[src/rtl/pattern_pkg.sv]
// Shared constants for the pattern scheduler: pattern indices,
// pattern count, FSM encoding and the index wrap helper.
package pattern_pkg;

  localparam int NUM_PATTERNS = 5;

  localparam logic [2:0] PAT_OR   = 3'd0;
  localparam logic [2:0] PAT_XOR  = 3'd1;
  localparam logic [2:0] PAT_AND  = 3'd2;
  localparam logic [2:0] PAT_NAND = 3'd3;
  localparam logic [2:0] PAT_XNOR = 3'd4;

  typedef enum logic [1:0] {
    ST_IDLE   = 2'd0,
    ST_MANUAL = 2'd1,
    ST_AUTO   = 2'd2
  } state_t;

  function automatic logic [2:0] next_pat(
    input logic [2:0] p,
    input int         n
  );
    return (int'(p) >= n - 1) ? 3'd0 : p + 3'd1;
  endfunction

endpackage

[src/rtl/pattern_scheduler_key_debounce.sv]
// 2-flop synchroniser plus strobe-sampled debouncer, W bits wide.
// Ports: clk, rst_n, i_raw[W] raw inputs, o_deb[W] debounced outputs.
module key_debounce #(
  parameter int W   = 11,
  parameter int CYC = 250000
) (
  input  logic         clk,
  input  logic         rst_n,
  input  logic [W-1:0] i_raw,
  output logic [W-1:0] o_deb
);

  localparam int CW = (CYC > 1) ? $clog2(CYC) : 1;

  logic [CW-1:0] r_cnt;
  logic [W-1:0]  r_s1;
  logic [W-1:0]  r_s2;
  logic [W-1:0]  r_prev;
  logic [W-1:0]  r_deb;
  logic          w_strobe;
  logic [W-1:0]  w_agree;

  assign w_strobe = (r_cnt == CW'(CYC - 1));
  // A bit may only move when two successive samples agree.
  assign w_agree  = ~(r_s2 ^ r_prev);
  assign o_deb    = r_deb;

  always_ff @(posedge clk or negedge rst_n) begin
    if (!rst_n) begin
      r_cnt  <= '0;
      r_s1   <= '0;
      r_s2   <= '0;
      r_prev <= '0;
      r_deb  <= '0;
    end else begin
      r_s1 <= i_raw;
      r_s2 <= r_s1;
      r_cnt <= w_strobe ? '0 : r_cnt + 1'b1;
      if (w_strobe) begin
        r_prev <= r_s2;
        r_deb  <= (r_s2 & w_agree) | (r_deb & ~w_agree);
      end
    end
  end

endmodule

[src/rtl/pattern_scheduler.sv]
// Selects a bitwise pattern, advancing at frame starts on button or tempo.
// Ports: clk, reset(n), key, btn_next, btn_mode, frame_start, tick -> pattern_sel, key_mask, auto_mode, update.
module pattern_scheduler #(
  parameter int DEBOUNCE_CYCLES = 250000,
  parameter int NUM_PATTERNS    = pattern_pkg::NUM_PATTERNS
) (
  input  logic       clk,
  input  logic       reset,
  input  logic [8:0] key,
  input  logic       btn_next,
  input  logic       btn_mode,
  input  logic       frame_start,
  input  logic       tick,
  output logic [2:0] pattern_sel,
  output logic [8:0] key_mask,
  output logic       auto_mode,
  output logic       update
);

  import pattern_pkg::*;

  logic [10:0] w_deb;
  logic [8:0]  w_key;
  logic        w_next;
  logic        w_mode;
  logic        r_next_d;
  logic        r_mode_d;
  logic        w_next_rise;
  logic        w_mode_rise;

  state_t      r_state;
  state_t      w_state_nxt;
  logic        r_pend;
  logic        w_pend_nxt;
  logic        w_set;
  logic        w_adv;
  logic        r_upd;
  logic [2:0]  r_sel;
  logic [8:0]  r_mask;

  key_debounce #(
    .W   (11),
    .CYC (DEBOUNCE_CYCLES)
  ) u_deb (
    .clk   (clk),
    .rst_n (reset),
    .i_raw ({btn_mode, btn_next, key}),
    .o_deb (w_deb)
  );

  assign w_key       = w_deb[8:0];
  assign w_next      = w_deb[9];
  assign w_mode      = w_deb[10];
  assign w_next_rise = w_next & ~r_next_d;
  assign w_mode_rise = w_mode & ~r_mode_d;

  always_ff @(posedge clk or negedge reset) begin
    if (!reset) begin
      r_state <= ST_IDLE;
    end else begin
      r_state <= w_state_nxt;
    end
  end

  always_comb begin
    w_state_nxt = r_state;
    unique case (r_state)
      ST_IDLE:   if (frame_start) w_state_nxt = ST_MANUAL;
      ST_MANUAL: if (w_mode_rise) w_state_nxt = ST_AUTO;
      ST_AUTO:   if (w_mode_rise) w_state_nxt = ST_MANUAL;
      default:   w_state_nxt = ST_IDLE;
    endcase
  end

  // A mode toggle wins over an advance. Events arriving with a
  // frame_start belong to the following frame.
  always_comb begin
    w_set = ((r_state == ST_MANUAL) & w_next_rise)
          | ((r_state == ST_AUTO) & tick);
    w_adv = 1'b0;
    w_pend_nxt = 1'b0;
    if (r_state != ST_IDLE && !w_mode_rise) begin
      w_adv      = frame_start & r_pend;
      w_pend_nxt = frame_start ? w_set : (r_pend | w_set);
    end
  end

  always_ff @(posedge clk or negedge reset) begin
    if (!reset) begin
      r_next_d <= 1'b0;
      r_mode_d <= 1'b0;
      r_pend   <= 1'b0;
      r_upd    <= 1'b0;
      r_sel    <= '0;
      r_mask   <= '0;
    end else begin
      r_next_d <= w_next;
      r_mode_d <= w_mode;
      r_pend   <= w_pend_nxt;
      r_upd    <= w_adv;
      if (w_adv) r_sel <= next_pat(r_sel, NUM_PATTERNS);
      if (frame_start) r_mask <= w_key;
    end
  end

  assign pattern_sel = r_sel;
  assign key_mask    = r_mask;
  assign auto_mode   = (r_state == ST_AUTO);
  assign update      = r_upd;

endmodule

[config.mk]
export PLATFORM = sky130hd
export DESIGN_NAME = pattern_scheduler
export DESIGN_NICKNAME = d
export VERILOG_FILES = /design/src/rtl/pattern_pkg.sv /design/src/rtl/pattern_scheduler_key_debounce.sv /design/src/rtl/pattern_scheduler.sv
export SDC_FILE = /design/constraint.sdc
export NUM_CORES = 1
export LEC_CHECK = 0
export CORE_MARGIN = 5
export CORE_UTILIZATION = 54
export CTS_CLUSTER_DIAMETER = 50
export DETAILED_ROUTE_END_ITERATION = 10
export PLACE_DENSITY = 0.76
export SYNTH_ARGS = -nofsm -noshare
export SYNTH_HDL_FRONTEND = slang
export SYNTH_SLANG_ARGS = --single-unit
[constraint.sdc]
create_clock -name clk -period 2.5 [get_ports clk]
set_input_delay 0.5 -clock clk [delete_from_list [all_inputs] [get_ports clk]]
set_output_delay 0.5 -clock clk [all_outputs]
set_load 0.005 [all_outputs]
==> impl_metrics.toml, run 1 <==
[outcome]
status = "finished clean"

[clock_tree]
cts.clk_slew.worst_paths_ns = 0.08
cts.sinks = 80
ctsResizeCount = 0
root_buffer = "clkbuf_8"
cts_tree = "done"
numCtsBuffers = 9
cts_setup_buffers = 0
clk_latency_ns = 0.35
htree_levels = 3
holdBufCountCts = 0
clock_path_buffers = 2

[route]
drc = 0
wirelength_um = 5670
drtAntennaViolNets = 0
avgRoutedWirePerCell_um = 14.9
vias = 2086
dr.pass1.iters = 4
vias_per_cell = 5.49
drt_iter0_drc = 89

[sta]
slew_violations = 0
finalHoldViolations = 0
finalSetupTns_ns = 0
skew_ns = 0.00960
finalSetupViolations = 0
finalCritPeriodShare = 0.885
grt_setup_unrepaired = "false"
worstMarginPinSlew_ns = 0.549
post-route-min-period_ns = 2.21
max-slew-margin-rel = 0.634
max_freq_mhz = 452

[global_route]
antenna_found_initial = 0
grt_max_degree = 47
grt_pass1_vias = 2023
grtUsageTotal = 0.168
overflow = 0
grt_pass1_wl_um = 9740

[power]
leakagePower_nw = 1.63
seqPwrFrac = 0.510
p_comb_frac = 0.059
power.switching_mw = 0.591
ir_drop_mv = 0.427
swShare = 0.219
power_density_nw_per_um2 = 705
clockPowerShare = 0.432
p_int_mw = 2.10

[logic_synthesis]
synth_area_per_cell_um2 = 12.1
ys_ff_latch = 80
synth-edff-count = 0
synthDistinctLibCells = 37
synth_area_leader_cell = "dfrtp_1"
synth_fp_nets = 284
synth_top_area_frac = 0.624
synthCells = 266
yosysMostFrequentCell = "dfrtp_1"
synth_common_cells = "dfrtp_1, nor2_1, inv_1, nand3_1, a21oi_1"
synth_flop_cell = "dfrtp_1"
ys_warn_count = 0
ys_top_cells_by_area = "dfrtp_1, mux2_2, o21ai_2"
synthArstFlopShare = 1.00
ys_seq_area_frac = 0.624
synthesis.area_um2 = 3210

[layout]
final_area_um2 = 3820
n_antenna_cell = 0
multiInputGateArea_um2 = 1070
area_growth_syn_to_layout_pct = 19.2
fill_cells = 424
drive_gt1_frac = 0.164
nets = 318
regArea_um2 = 2000

[setup_path]
criticalPathCategory = "reg -> reg"
max_stage_delay_ns = 0.78
arrival_ns = 2.43
crit_path_cell_trace = "ha_1 -> nand3_1 -> or4_1 -> o31ai_1 -> a21oi_1"
worst-r2r-cell-count = 5
crit_family = "simple AND/OR/NAND/NOR gates"
crit_buf_inv = 0
crit_cells = 5
cp-start-kind = "flip-flop"
endpoint_kind = "flip-flop"
cp_max_fo = 11
slowest_stage = "or4_1"
crit_required_ns = 2.72

[hold_path]
hold_class = "in -> async"

[job]
cap_violations = 0

[floorplanning]
num_io_pins = 29
coreArea_um2 = 5850
start_util = 0.548
rows = 28
die_y_um = 87.1
die_area_um2 = 7580
die_w_um = 87.1

[placement]
place_hpwl_um = 3790
portBuffers = 28
place_area_um2 = 3570
place.gp.congestion = 0.835
==> logic make-up after synthesis <==
| logic type | Yosys count | synth area share |
|---|---|---|
| compound gates | 53 | 0.111 |
| xor+xnor | 15 | 0.0410 |
| fa+ha+maj | 3 | 0.0117 |
| buf+inv | 29 | 0.0445 |
| flops | 80 | 0.624 |
| mux | 11 | 0.0378 |
| simple gates | 75 | 0.130 |
==> worst paths after layout <==
| check | from | slack [ns] | to |
|---|---|---|---|
| min in group clk | u_deb.r_s1[3] | 0.35 | u_deb.r_s2[3] |
| hold reg to reg | u_deb.r_s1[3] | 0.35 | u_deb.r_s2[3] |
| hold / removal | reset | 0.14 | pattern_sel[2] |
| setup / recovery | u_deb.r_cnt[0] | 0.29 | flip-flop |
| setup reg to reg | u_deb.r_cnt[0] | 0.29 | flip-flop |
| max in group asynchronous | reset | 1.67 | key_mask[5] |
==> through the flow <==
step           hold slack [ns]  instances   util  total power [mW]  worst slack [ns]
2_1_floorplan            0.204        266      -              1.44             0.617
3_3_place_gp             0.332        364  0.610              1.55             0.462
3_5_place_dp             0.336        364  0.610              1.56             0.381
4_1_cts                  0.154        380  0.653              2.72             0.289
5_1_grt                  0.174        380  0.653              2.80             0.133
6_report                 0.140        380  0.653              2.69             0.287
==> cell usage in the layout, fill, tap and decap left out, types with 2 or more instances in the layout <==
cell type,count
mux2i_1,2
xnor2_1,9
nand2_1,7
dfrtp_1,80
nor2_1,19
ha_1,3
nor3_1,2
nand3_1,17
clkdlybuf4s50_1,27
o31ai_1,11
inv_1,17
buf_4,7
a21oi_1,14
mux2_2,9
nand4_1,8
nor2b_1,2
o21ai_2,11
a31oi_1,11
clkbuf_8,9
inv_6,2
and3_1,2
bufinv_16,3
nor4_1,6
xor2_1,6
o21ai_0,4
==> worst register-to-register path, stage by stage, from the launching register on <==
cell,delay [ns]
dfrtp_1,0.39
ha_1,0.21
nand3_1,0.19
or4_1,0.78
o31ai_1,0.42
a21oi_1,0.11
==> metal layers <==
metal	track usage	vias to the layer above	part of all wire	wire length, um
li1	-	1007	-	-
met1	0.230	1042	0.46	2590
met2	0.261	30	0.49	2790
met3	0.0369	7	0.037	211
met4	0.0722	0	0.013	75
met5	0	-	0	0
==> area by class of cell <==
| type | instances | share of cell area |
|---|---|---|
| clock buffers | 9 | 0.0324 |
| clock inverters | 7 | 0.0331 |
| inverters | 17 | 0.0167 |
| multi-input cells | 157 | 0.280 |
| flip-flops and latches | 80 | 0.524 |
| well taps | 75 | 0.0246 |
| repair buffers | 35 | 0.0897 |
==> power by group through the flow <==
stage,clock network (mW),registers (mW),logic (mW)
6_report,1.16,1.37,0.158
5_1_grt,1.24,1.38,0.181
4_1_cts,1.18,1.37,0.165
3_5_place_dp,0,1.40,0.162
3_3_place_gp,0,1.40,0.155
2_1_floorplan,0,1.40,0.0483
No activity file was read; power rests on OpenSTA's default activity.
==> run 2, diff against run 1 <==
--- a/config.mk
+++ b/config.mk
@@ -8,6 +8,7 @@
 export CORE_MARGIN = 5
 export CORE_UTILIZATION = 54
 export CTS_CLUSTER_DIAMETER = 50
+export CTS_CLUSTER_SIZE = 24
 export DETAILED_ROUTE_END_ITERATION = 10
 export PLACE_DENSITY = 0.76
 export SYNTH_ARGS = -nofsm -noshare
==> results of run 2 <==
Final layout, timing and power as in run 1 (identical DEF).
